[src/rtl/mem_arb_pkg.sv]
// mem_arb_pkg: shared state encoding, length codes and requester indices for the memory port arbiter
package mem_arb_pkg;
  typedef logic [1:0] state_t;
  localparam state_t IDLE  = 2'd0;
  localparam state_t BYTE0 = 2'd1;
  localparam state_t BYTE1 = 2'd2;
  localparam state_t DONE  = 2'd3;
  localparam logic LEN_BYTE = 1'b0;
  localparam logic LEN_WORD = 1'b1;
  localparam logic REQ_CPU = 1'b0;
  localparam logic REQ_DMA = 1'b1;
endpackage

[src/rtl/arb_pick.sv]
// arb_pick: two-way request picker; round-robin by default, fixed priority when ARB_FIXED_PRIORITY_EN is defined
module arb_pick
  import mem_arb_pkg::*;
(
  input  logic req0,
  input  logic req1,
`ifndef ARB_FIXED_PRIORITY_EN
  input  logic ptr,
`endif
  output logic winner,
  output logic valid
);
  always_comb begin
    valid = req0 | req1;
`ifdef ARB_FIXED_PRIORITY_EN
    winner = req0 ? REQ_CPU : REQ_DMA;
`else
    // on a tie the requester that was not served last wins
    winner = (req0 && req1) ? ~ptr : (req1 ? REQ_DMA : REQ_CPU);
`endif
  end
endmodule

[src/rtl/mem_port_arbiter.sv]
// mem_port_arbiter: shares one byte-wide memory port between CPU and DMA, splitting 16-bit accesses into byte cycles
// ARB_FIXED_PRIORITY_EN: requester 0 always wins ties and the round-robin pointer is dropped
module mem_port_arbiter
  import mem_arb_pkg::*;
#(
  parameter int ADDR_W = 16
) (
  input  logic              Clock,
  input  logic              Reset,
  input  logic              Req0,
  input  logic              Req1,
  input  logic              Wr0,
  input  logic              Wr1,
  input  logic              Len0,
  input  logic              Len1,
  input  logic [ADDR_W-1:0] Addr0,
  input  logic [ADDR_W-1:0] Addr1,
  input  logic [15:0]       WData0,
  input  logic [15:0]       WData1,
  output logic              Gnt0,
  output logic              Gnt1,
  output logic              Done0,
  output logic              Done1,
  output logic [15:0]       RData,
  output logic [ADDR_W-1:0] MemAddr,
  output logic              MemCS,
  output logic              MemWR,
  output logic [7:0]        MemWData,
  input  logic [7:0]        MemRData,
  output logic              Owner
);
  state_t state, nxt;
  logic wr, len, win, any, access;
  logic [ADDR_W-1:0] addr;
  logic [15:0] wdata;
`ifndef ARB_FIXED_PRIORITY_EN
  logic ptr;
  always_ff @(posedge Clock)
    if (Reset) ptr <= REQ_DMA;
    else if (state == DONE) ptr <= Owner;
`endif
  arb_pick u_pick (
    .req0(Req0),
    .req1(Req1),
`ifndef ARB_FIXED_PRIORITY_EN
    .ptr(ptr),
`endif
    .winner(win),
    .valid(any)
  );
  always_comb
    nxt = state == IDLE  ? (any ? BYTE0 : IDLE) :
          state == BYTE0 ? (len == LEN_WORD ? BYTE1 : DONE) :
          state == BYTE1 ? DONE : IDLE;
  always_ff @(posedge Clock)
    if (Reset) begin
      state <= IDLE;
      wr    <= 1'b0;
      len   <= 1'b0;
      addr  <= '0;
      wdata <= '0;
      Owner <= REQ_CPU;
      RData <= '0;
    end else begin
      state <= nxt;
      if (state == IDLE && any) begin
        Owner <= win;
        wr    <= win ? Wr1 : Wr0;
        len   <= win ? Len1 : Len0;
        addr  <= win ? Addr1 : Addr0;
        wdata <= win ? WData1 : WData0;
        RData <= '0;
      end
      if (state == BYTE0 && !wr) RData[7:0] <= MemRData;
      if (state == BYTE1 && !wr) RData[15:8] <= MemRData;
    end
  always_comb begin
    access   = state == BYTE0 || state == BYTE1;
    MemCS    = !access;
    MemWR    = access && wr;
    MemAddr  = state == BYTE1 ? addr + ADDR_W'(1) : addr;
    MemWData = state == BYTE1 ? wdata[15:8] : wdata[7:0];
    Gnt0     = state == BYTE0 && Owner == REQ_CPU;
    Gnt1     = state == BYTE0 && Owner == REQ_DMA;
    Done0    = state == DONE && Owner == REQ_CPU;
    Done1    = state == DONE && Owner == REQ_DMA;
  end
endmodule
[config.mk]
export PLATFORM = sky130hd
export DESIGN_NAME = mem_port_arbiter
export DESIGN_NICKNAME = d
export VERILOG_FILES = /design/src/rtl/mem_arb_pkg.sv /design/src/rtl/arb_pick.sv /design/src/rtl/mem_port_arbiter.sv
export SDC_FILE = /design/constraint.sdc
export NUM_CORES = 1
export LEC_CHECK = 0
export CORE_MARGIN = 4
export CORE_UTILIZATION = 42
export DETAILED_ROUTE_END_ITERATION = 8
export PLACE_DENSITY = 0.81
export SYNTH_ARGS = -nofsm -noshare
export SYNTH_HDL_FRONTEND = slang
export SYNTH_SLANG_ARGS = --single-unit
[constraint.sdc]
create_clock -name Clock -period 2 [get_ports Clock]
set_input_delay 0.2 -clock Clock [delete_from_list [all_inputs] [get_ports Clock]]
set_output_delay 0.2 -clock Clock [all_outputs]
set_load 0.02 [all_outputs]
* Word level (Yosys, flattened, before mapping)
Index checks and enable logic that the tools add are counted.
** Word-level totals
- Register bits :: 54
- Input port bits :: 80
- Output and inout bits :: 47
- Logic and storage cells :: 47
** Operators by class
- Add/sub/neg operators :: 1
- Equality and inequality tests :: 3
- Muxes and demuxes :: 16
- Bitwise gates (word level) :: 3
- Reductions and logical operators :: 15
** Operators by type and width (number)
- $mux 16 :: 4
- $mux 8 :: 3
- $add 16x1->16 const B :: 1
- $logic_and 1x1->1 :: 9
- $mux 1 :: 6
- $mux 2 :: 3
- $eq 2x2->1 const B :: 2
- $reduce_bool 2->1 :: 2
- $eq 2x1->1 const B :: 1
- $logic_not 1->1 :: 2
- $logic_not 2->1 :: 1
- $not 1->1 :: 2
- $logic_or 1x1->1 :: 1
- $or 1x1->1 :: 1

* Logic depth before layout (Yosys ltp)
Gate-level depths: netlist of the first run.
- Depth after elaboration :: 4
- Mapped depth :: 8
- Depth with buffers taken out :: 6

* Cells and area by module
Synthesis of the first run repeated with hierarchy kept, for this count alone.
** Second synthesis, totals
- Cell total of the unflattened synthesis :: 287
- Area, all modules :: 2693.8 µm²
** By module, submodules not included
- mem_port_arbiter :: times used 1, cells each 285, area an instance 2680.1 µm²
- arb_pick :: times used 1, cells each 2, area an instance 13.8 µm²

* Worst setup path after synthesis of the first run
No wires, ideal clock.
- Kind :: reg2out
- Start :: register state[0]
- End :: output port MemAddr[15]
- Arrival :: 1.641 ns
- Slack :: 0.159 ns
- Cell stages (with the launch flop) :: 8
- Path buffers :: 1
- Path through :: dfxtp_1 inv_1 ha_1 buf_6 nand4_4 nor4_4 nand4_1 xnor2_1
** Between the ends
- Word-level cells in the longest chain between the ends :: 2
** Ends and longest elaborated chain
- start, declared :: RTL line mem_port_arbiter.sv:32 : state_t state, nxt;
- start signal, assigned :: RTL line mem_port_arbiter.sv:65 : state <= nxt;
- $eq 2x2->1 :: RTL line mem_port_arbiter.sv:81 : MemAddr = state == BYTE1 ? addr + ADDR_W'(1) : addr;
- $mux 16 :: RTL line mem_port_arbiter.sv:81
- end, declared :: RTL line mem_port_arbiter.sv:25 : output logic [ADDR_W-1:0] MemAddr,
Every way passes these cells.

* Worst setup path in the final report of the first run
- Start :: register addr[1]
- End :: output port MemAddr[14]
** Between the ends
- Word-level cells in the longest chain between the ends :: 2
** Ends and longest elaborated chain
- start, declared :: RTL line mem_port_arbiter.sv:34 : logic [ADDR_W-1:0] addr;
- start signal, assigned :: RTL line mem_port_arbiter.sv:70 : addr <= win ? Addr1 : Addr0;
- $add 16x1->16 :: RTL line mem_port_arbiter.sv:81
- $mux 16 :: RTL line mem_port_arbiter.sv:81
Every way passes these cells.

==> metrics.cfg, run 1 <==
[layout]
areaGrowthSynthToFinish_pct = 53.0
fin_cells = 515
fill_cells = 543
final_nets = 522
finalInstanceArea_mm2 = 0.00432
diodes = 0
drive_above_1_share_pct = 15.8

[critical_path]
setup.worst_path.class = reg2out
worstSetupStartpointType = flip-flop
critPathCaptureType = output port
arrival_ns = 1.73
cp_max_fo = 3
required_ns = 1.80

[yosys]
synth_flop_cell = dfxtp_1
yosysMostFrequentCell = dfxtp_1
yosysWarnings = 0
synth_seq_area_share_pct = 38.3
synth.area.top_cells = dfxtp_1 38%, mux2i_1 12%, a211oi_1 7.4%
ys_ff_latch = 54
synth_top_cell_by_area = dfxtp_1
synth-edff-count = 0
yosysTopAreaCellShare_pct = 38.3
netlist_area_mm2 = 0.00282
synthesis.nets = 392
syn-instance-count = 307
syn_area_per_cell_um2 = 9.19
synth_common_cells = 54 x dfxtp_1, 41 x nor2_1, 34 x mux2i_1
synthArstFlopShare_pct = 0
synth_cell_types = 34

[global_route]
grt_pass1_vias = 2565
antenna_found_initial = 0
grt_use_total_pct = 18.9
grt_start_max_net_pins = 70
grt_pass1_wl_mm = 12.7
gr-total-overflow = 0

[clocking]
clock-sinks = 54
cts_root_buffer = clkbuf_8
h-tree-depth = 2
clock_latency_ns = 0.30
cts.clk_slew.worst_paths_ns = 0.09
cts_hold_buf = 0
cts_tree = yes
cts_buffer_depth = 2
cts_made_buffers = 5

[sta]
whs_ns = 0.412
hold_viol_final = 0
max_freq_mhz = 518
maxSlewHeadroom_pct = 57.4
fin_skew_ns = 0.00828
finalCritPeriodShare_pct = 96.5
setup_viol = 0
post-route-min-period_ns = 1.93
slew_viol_final = 0
setup_tns_ns = 0
rsz0062_at_grt = yes
worst_pin_slew_ns = 0.639

[drt]
drt_wl_total_mm = 7.79
via_per_inst = 5.09
vias = 2619
wl_per_cell_um = 15.1
drt-initial-drc-count = 75
drc = 0
ant_nets = 0
drt_pass1_iterations = 4

[flow_run]
maxCapViolCount = 0

[place]
portBuffers = 126
dpl_cell_area_mm2 = 0.00422
dp_cells = 506
detailedPlacementHpwl_mm = 6.15
routabilityCongestion = 0.794

[min_path]
hold_path.class = in2reg

[floorplanning]
start_util_pct = 44.0
die_y_um = 90.0
rows = 29
dieArea_mm2 = 0.00810
core_area_mm2 = 0.00642
ios = 127
dieWidth_um = 90.0

[power_and_ir_drop]
leakagePower_nw = 1.75
p_per_area_mw_per_mm2 = 646
ir_drop_uv = 455
total_power_w = 0.00279

[run_status]
status = finished clean

critical path, cell delays in order (launching register included):
cell     delay, ns
dfxtp_2       0.37
ha_4          0.15
nand4_1       0.11
buf_4         0.17
nor3_4        0.24
nand3_2       0.11
xnor2_1       0.14
buf_4         0.16
placed cells by master, fill, tap and decap left out, drive strengths merged, types with 2 or more instances in the layout:
master	count
nand4	6
ha	5
inv	5
buf	32
xnor2	11
mux2i	34
dlymetal6s2s	2
dlygate4sd2	16
nor2	41
xor2	4
and2	3
nor2b	3
clkbuf	9
nand2b	3
dfxtp	54
mux2	9
a21oi	17
clkdlybuf4s50	95
a211oi	34
nand2	23
nand3	20
nor3	2
repair_timing:
action | CTS | global route
endpoints found under the setup margin | 27 | 23
pin swaps | 2 | 5
gates resized for setup | 61 | 25
setup buffers | 1 | 0
area by class of cell:
type / count / area (um^2) / area share [%]
Sequential cell: 54 / 1080 / 25.1
Tap cell: 77 / 96.3 / 2.23
Clock inverter: 1 / 5.00 / 0.116
Timing Repair Buffer: 148 / 1430 / 33.1
Inverter: 5 / 18.8 / 0.435
Clock buffer: 7 / 86.3 / 2.00
Multi-Input combinational cell: 223 / 1600 / 37.0
kinds of logic after synthesis:
logic type | Yosys count | share of synthesized area [%]
AND/OR/NAND/NOR | 104 | 17.7
AO/OA/AOI/OAI | 56 | 14.7
flip-flops | 54 | 38.3
multiplexers | 43 | 15.6
buffers and inverters | 30 | 6.83
XOR/XNOR | 15 | 4.65
adder cells (fa/ha/maj) | 5 | 2.22
metrics by stage:
stage          worst slack [ns]  utilization, %
2_1_floorplan             0.159               -
3_3_place_gp             -0.122            65.7
3_5_place_dp             -0.142            65.7
4_1_cts                  -0.209            66.7
5_1_grt                 -0.0467            67.2
6_report                 0.0701            67.2
power by group:
group | switching, W | internal [W]
registers | 0.0000808 | 0.00118
clock network | 0.000327 | 0.000280
logic | 0.000455 | 0.000464
routing by layer:
layer | track usage, % | share of wire (%) | vias up
li1 | - | - | 1337
met1 | 21.3 | 40 | 1194
met2 | 35.3 | 53 | 78
met3 | 3.51 | 5.3 | 10
met4 | 6.76 | 1.7 | 0
met5 | 0 | 0 | -
state kept, by name, summed over array words and instances (netlist names):
name / cells
state: 2
wdata: 16
wr: 1
ptr: 1
len: 1
Owner: 1
addr: 16
RData: 16
path summary, 6_finish.rpt:
path | start | endpoint | slack (ns) | cells past startpoint
setup / recovery | addr[1] | MemAddr[14] | 0.07 | 7
hold / removal | Reset | Owner | 0.41 | 2
setup reg to reg | state[1] | RData[4] | 0.27 | 7
hold reg to reg | RData[8] | RData[8] | 0.48 | 2
Power figures use the tool's default switching activity.
==> run 2, diff against run 1 <==
--- a/config.mk
+++ b/config.mk
@@ -5,10 +5,12 @@
 export SDC_FILE = /design/constraint.sdc
 export NUM_CORES = 1
 export LEC_CHECK = 0
+export ABC_AREA = 1
 export CORE_MARGIN = 4
-export CORE_UTILIZATION = 42
+export CORE_UTILIZATION = 41
 export DETAILED_ROUTE_END_ITERATION = 8
-export PLACE_DENSITY = 0.81
+export PLACE_DENSITY = 0.8
+export SLEW_MARGIN = 20
 export SYNTH_ARGS = -nofsm -noshare
 export SYNTH_HDL_FRONTEND = slang
 export SYNTH_SLANG_ARGS = --single-unit
==> metrics.cfg, run 2 <==
[sta]
finalCritPeriodShare_pct = 95.7
worst_pin_slew_ns = 0.517
hold_viol_final = 0
post-route-min-period_ns = 1.91
whs_ns = 0.458
setup_viol = 0
max_freq_mhz = 522
slew_viol_final = 0
setup_slack_ns = 0.0852
rsz0062_at_grt = yes
fin_skew_ns = 0.00449
maxSlewHeadroom_pct = 65.5

[yosys]
synth.area.top_cells = dfxtp_1 40%, nand2_1 17%, a31oi_1 7.8%
synth_seq_area_share_pct = 39.7
synth_common_cells = 121 x nand2_1, 54 x dfxtp_1, 38 x nand3_1
synthesis.nets = 473
synth_flop_cell = dfxtp_1
synth-edff-count = 0
yosysWarnings = 0
yosysMostFrequentCell = nand2_1
syn_area_per_cell_um2 = 7.03
synthArstFlopShare_pct = 0
netlist_area_mm2 = 0.00273
synth_cell_types = 25
ys_ff_latch = 54
synth_top_cell_by_area = dfxtp_1
yosysTopAreaCellShare_pct = 39.7
syn-instance-count = 388

[global_route]
grt_pass1_wl_mm = 13.4
grt_use_total_pct = 21.2
grt_start_max_net_pins = 39
grt_pass1_vias = 2849
gr-total-overflow = 0
antenna_found_initial = 0

[layout]
fill_cells = 550
layout_common_cells = 119 x nand2_1, 96 x clkdlybuf4s50_1, 50 x dfxtp_1
final_common_cell = nand2_1
final_nets = 606
fin_cells = 599
drive_above_1_share_pct = 14.2
regArea_mm2 = 0.00109
multi_input_area_mm2 = 0.00147
areaGrowthSynthToFinish_pct = 54.5
reg.largest.list = RData: 16 flops, addr: 16 flops, wdata: 16 flops
diodes = 0

[drt]
drt_pass1_iterations = 4
via_per_inst = 5.11
wl_per_cell_um = 14.8
drt_wl_total_mm = 8.84
drt-initial-drc-count = 195
ant_nets = 0
vias = 3062
drc = 0

[clocking]
clock-sinks = 54
cts.clk_slew.worst_paths_ns = 0.10
h-tree-depth = 2
clock_latency_ns = 0.30
cts_hold_buf = 0
cts_made_buffers = 5
cts_tree = yes
cts_root_buffer = clkbuf_8
cts_buffer_depth = 2

[place]
dp_cells = 590
portBuffers = 126
routabilityCongestion = 0.871
pre_cts_slack_ns = -0.0930
detailedPlacementHpwl_mm = 6.37

[critical_path]
path_cells = inv_2 -> ha_4 -> nand3_2 -> nor2_4 -> nand2_2 -> nor2_4 -> buf_4 -> nand2_1 -> nand2_1 -> nand2_1 -> buf_2
required_ns = 1.80
worstSetupStartpointType = flip-flop
arrival_ns = 1.71
crit_slowest_cell = dfxtp_2
cpPeakStageDelay_ns = 0.34
setup.worst_path.class = reg2out
crit_path_frequent_cell = nand2_1
cp_max_fo = 3
critPathCaptureType = output port

[power_and_ir_drop]
p_per_area_mw_per_mm2 = 676
leakagePower_nw = 1.83
ir_drop_uv = 420

[floorplanning]
die_y_um = 89.5
dieArea_mm2 = 0.00802
ios = 127
start_util_pct = 42.7
core_area_mm2 = 0.00639
rows = 29
dieWidth_um = 89.5

[run_status]
status = finished clean

[flow_run]
maxCapViolCount = 0

[min_path]
hold_path.class = in2reg

[run 2: path summary, 6_finish.rpt]
kind	cells after the start	from	endpoint	slack [ns]
min reg2reg	2	RData[9]	RData[9]	0.49
min	3	Addr1[14]	addr[14]	0.46
max reg2reg	8	state[1]	wdata[2]	0.32
max	11	state[0]	MemAddr[13]	0.09
[run 2: where the power goes]
group	switching [W]	total, W	leakage [nW]	internal, W
clock	0.000355	0.000724	0.0579	0.000369
sequential	0.0000797	0.00126	0.446	0.00118
combinational	0.000471	0.000860	1.33	0.000390
total	0.000905	0.00285	1.83	0.00194
[run 2: area by class of cell]
type                    count  area share [%]
repair buffers            151            32.3
clock buffers               5            1.63
multi-input cells         286            35.0
well taps                  77            2.29
flip-flops and latches     54            25.8
inverters                  23            2.05
clock inverters             3           0.951
[run 2: what timing repair did]
item                       4_1_cts  5_1_grt
buffers inserted                 0        1
hold endpoints to repair         0        0
gates cloned                     0        0
setup endpoints to repair       26       21
gates resized for setup         59       34
pin swaps                        3        3
[run 2: cells by family after synthesis]
logic type	after synthesis	synth area share, %
and+or+nand+nor	179	27.6
AOI/OAI and AO/OA	91	18.8
DFF	54	39.7
buffers and inverters	48	8.12
xor gates and xnor gates	11	3.53
adders and majority gates	5	2.29
[run 2: worst max-delay path, delay by kind of cell (launching register included)]
kind / cells / cell delay (ns)
flip-flops: 1 / 0.34
AND/OR/NAND/NOR: 7 / 0.57
buffers and inverters: 3 / 0.35
adder cells (fa/ha/maj): 1 / 0.15
[run 2: stage by stage]
stage	area [um^2]	TNS (ns)	utilization, %	power, W
6_report	4210	0	65.9	0.00285
5_1_grt	4210	-0.00689	65.9	0.00299
2_1_floorplan	2730	0	-	0.00174
3_3_place_gp	4140	-0.0696	64.9	0.00218
3_5_place_dp	4140	-0.337	64.9	0.00219
4_1_cts	4260	-0.0218	66.7	0.00287
[run 2: metal layers]
metal / wire length (um) / global-route usage, % / vias to the layer above
li1: - / - / 1567
met1: 3630 / 26.7 / 1366
met2: 4580 / 38.3 / 116
met3: 503 / 2.49 / 13
met4: 128 / 5.28 / 0
met5: 0 / 0 / -
==> run 3, diff against run 2 <==
--- a/config.mk
+++ b/config.mk
@@ -10,6 +10,7 @@
 export CORE_UTILIZATION = 41
 export DETAILED_ROUTE_END_ITERATION = 8
 export PLACE_DENSITY = 0.8
+export REMOVE_ABC_BUFFERS = 1
 export SLEW_MARGIN = 20
 export SYNTH_ARGS = -nofsm -noshare
 export SYNTH_HDL_FRONTEND = slang
==> metrics.cfg, run 3 (synthesized netlist as in run 2, its figures left out) <==
[power_and_ir_drop]
leakagePower_nw = 1.85
ir_drop_uv = 449
p_per_area_mw_per_mm2 = 637

[floorplanning]
rows = 29
dieArea_mm2 = 0.00802
die_y_um = 89.5
ios = 127
dieWidth_um = 89.5
core_area_mm2 = 0.00639
start_util_pct = 42.7

[critical_path]
rr_endpoint = addr[6]
setup.worst_path.class = reg2out
required_ns = 1.80
worstSetupStartpointType = flip-flop
arrival_ns = 1.76
cp_max_fo = 4
reg2reg_depth = 10
reg2reg_from = state[0]
critPathCaptureType = output port
r2r_slack_ns = 0.23

[clocking]
cts_tree = yes
cts_root_buffer = clkbuf_8
clock_latency_ns = 0.30
clock-sinks = 54
cts_buffer_depth = 2
h-tree-depth = 2
cts_hold_buf = 0
cts.clk_slew.worst_paths_ns = 0.09
cts_made_buffers = 5

[drt]
ant_nets = 0
drc = 0
drt_pass1_iterations = 4
vias = 3106
drt-initial-drc-count = 160
drt_wl_total_mm = 8.58
wl_per_cell_um = 14.2
via_per_inst = 5.13

[layout]
drive_above_1_share_pct = 13.6
layout_common_cells = 120 x nand2_1, 98 x clkdlybuf4s50_1, 50 x dfxtp_1
final_common_cell = nand2_1
reg.largest.list = RData: 16 flops, addr: 16 flops, wdata: 16 flops
fin_cells = 605
areaGrowthSynthToFinish_pct = 56.8
diodes = 0
final_nets = 613

[min_path]
min-delay-start = Addr1[9]
hold_path.class = in2reg
hold_end = addr[9]
min_path_cells = 3

[sta]
worst_pin_slew_ns = 0.532
fin_skew_ns = 0.00837
post-route-min-period_ns = 1.96
rsz0062_at_grt = yes
hold_viol_final = 0
setup_viol = 0
setup_slack_ns = 0.0412
slew_viol_final = 0
maxSlewHeadroom_pct = 64.5
max_freq_mhz = 511
finalCritPeriodShare_pct = 97.9

[global_route]
grt_pass1_vias = 2914
antenna_found_initial = 0
grt_start_max_net_pins = 69
grt_use_total_pct = 20.6
gr-total-overflow = 0
grt_pass1_wl_mm = 13.0

[place]
dp_cells = 592
detailedPlacementHpwl_mm = 6.23
portBuffers = 126
routabilityCongestion = 0.810
pre_cts_slack_ns = -0.104

[flow_run]
maxCapViolCount = 0

[run_status]
status = finished clean

## run 3: cell count changes in the layout (fill, tap and decap cells not counted), sizes merged
cell | previous run | this run
buf | 31 | 39
clkbuf | 18 | 14
clkdlybuf4s15 | 0 | 4
clkdlybuf4s50 | 96 | 98
clkinv | 3 | 1
bufinv | 1 | 0
dlygate4sd2 | 9 | 8
## run 3: worst max path at each step
stage,endpoint,slack (ns),depth (start not counted),start
after global placement,MemAddr[11],-0.03,8,state[0]
after CTS,MemAddr[12],0.00001,10,state[0]
after global routing,MemAddr[11],-0.04,8,state[0]
final,MemAddr[11],0.04,8,state[0]
after detailed placement,MemAddr[11],-0.10,8,state[0]
after floorplan,MemAddr[11],-0.06,7,state[0]
## run 3: per-stage QoR
step,power [W],TNS [ns],util [%],instance area (um^2),hold WS (ns)
finish,0.00272,0,66.9,4270,0.460
global route,0.00287,-0.0496,66.9,4270,0.467
CTS,0.00272,0,66.7,4260,0.448
detailed placement,0.00220,-0.358,65.1,4160,0.462
global placement,0.00219,-0.0388,65.1,4160,0.447
floorplan,0.00169,-0.122,-,2590,0.269
## run 3: layout make-up
| class | count | area [um^2] |
|---|---|---|
| well taps | 77 | 96.3 |
| flip-flops and latches | 54 | 1090 |
| fillers | 534 | 2110 |
| repair buffers | 158 | 1450 |
| multi-input cells | 286 | 1480 |
| clock buffers | 7 | 76.3 |
| inverters | 23 | 86.3 |
## run 3: what timing repair did
item | CTS | global route
gates resized for setup | 61 | 30
hold endpoints to repair | 0 | 0
setup endpoints to repair | 26 | 17
buffers inserted | 6 | 2
pin swaps | 4 | 3
## run 3: per-layer routing
layer,track usage (%),vias up,wire (um)
li1,-,1581,-
met1,24.1,1417,3530
met2,37.2,98,4440
met3,3.69,10,460
met4,7.17,0,149
met5,0,-,0
## run 3: worst max-delay path, cell delays in order (launching register included)
cell and delay [ns]:
dfxtp_2 0.34, inv_2 0.07, ha_4 0.15, nand3_4 0.09, nor2_4 0.12, nand2_2 0.10, nor2_4 0.15, xor2_1 0.16
clkdlybuf4s15_2 0.27
## run 3: power by group
group | internal, W | switching (W)
Sequential | 0.00118 | 0.0000764
Clock | 0.000242 | 0.000335
Combinational | 0.000414 | 0.000471
Total | 0.00184 | 0.000883
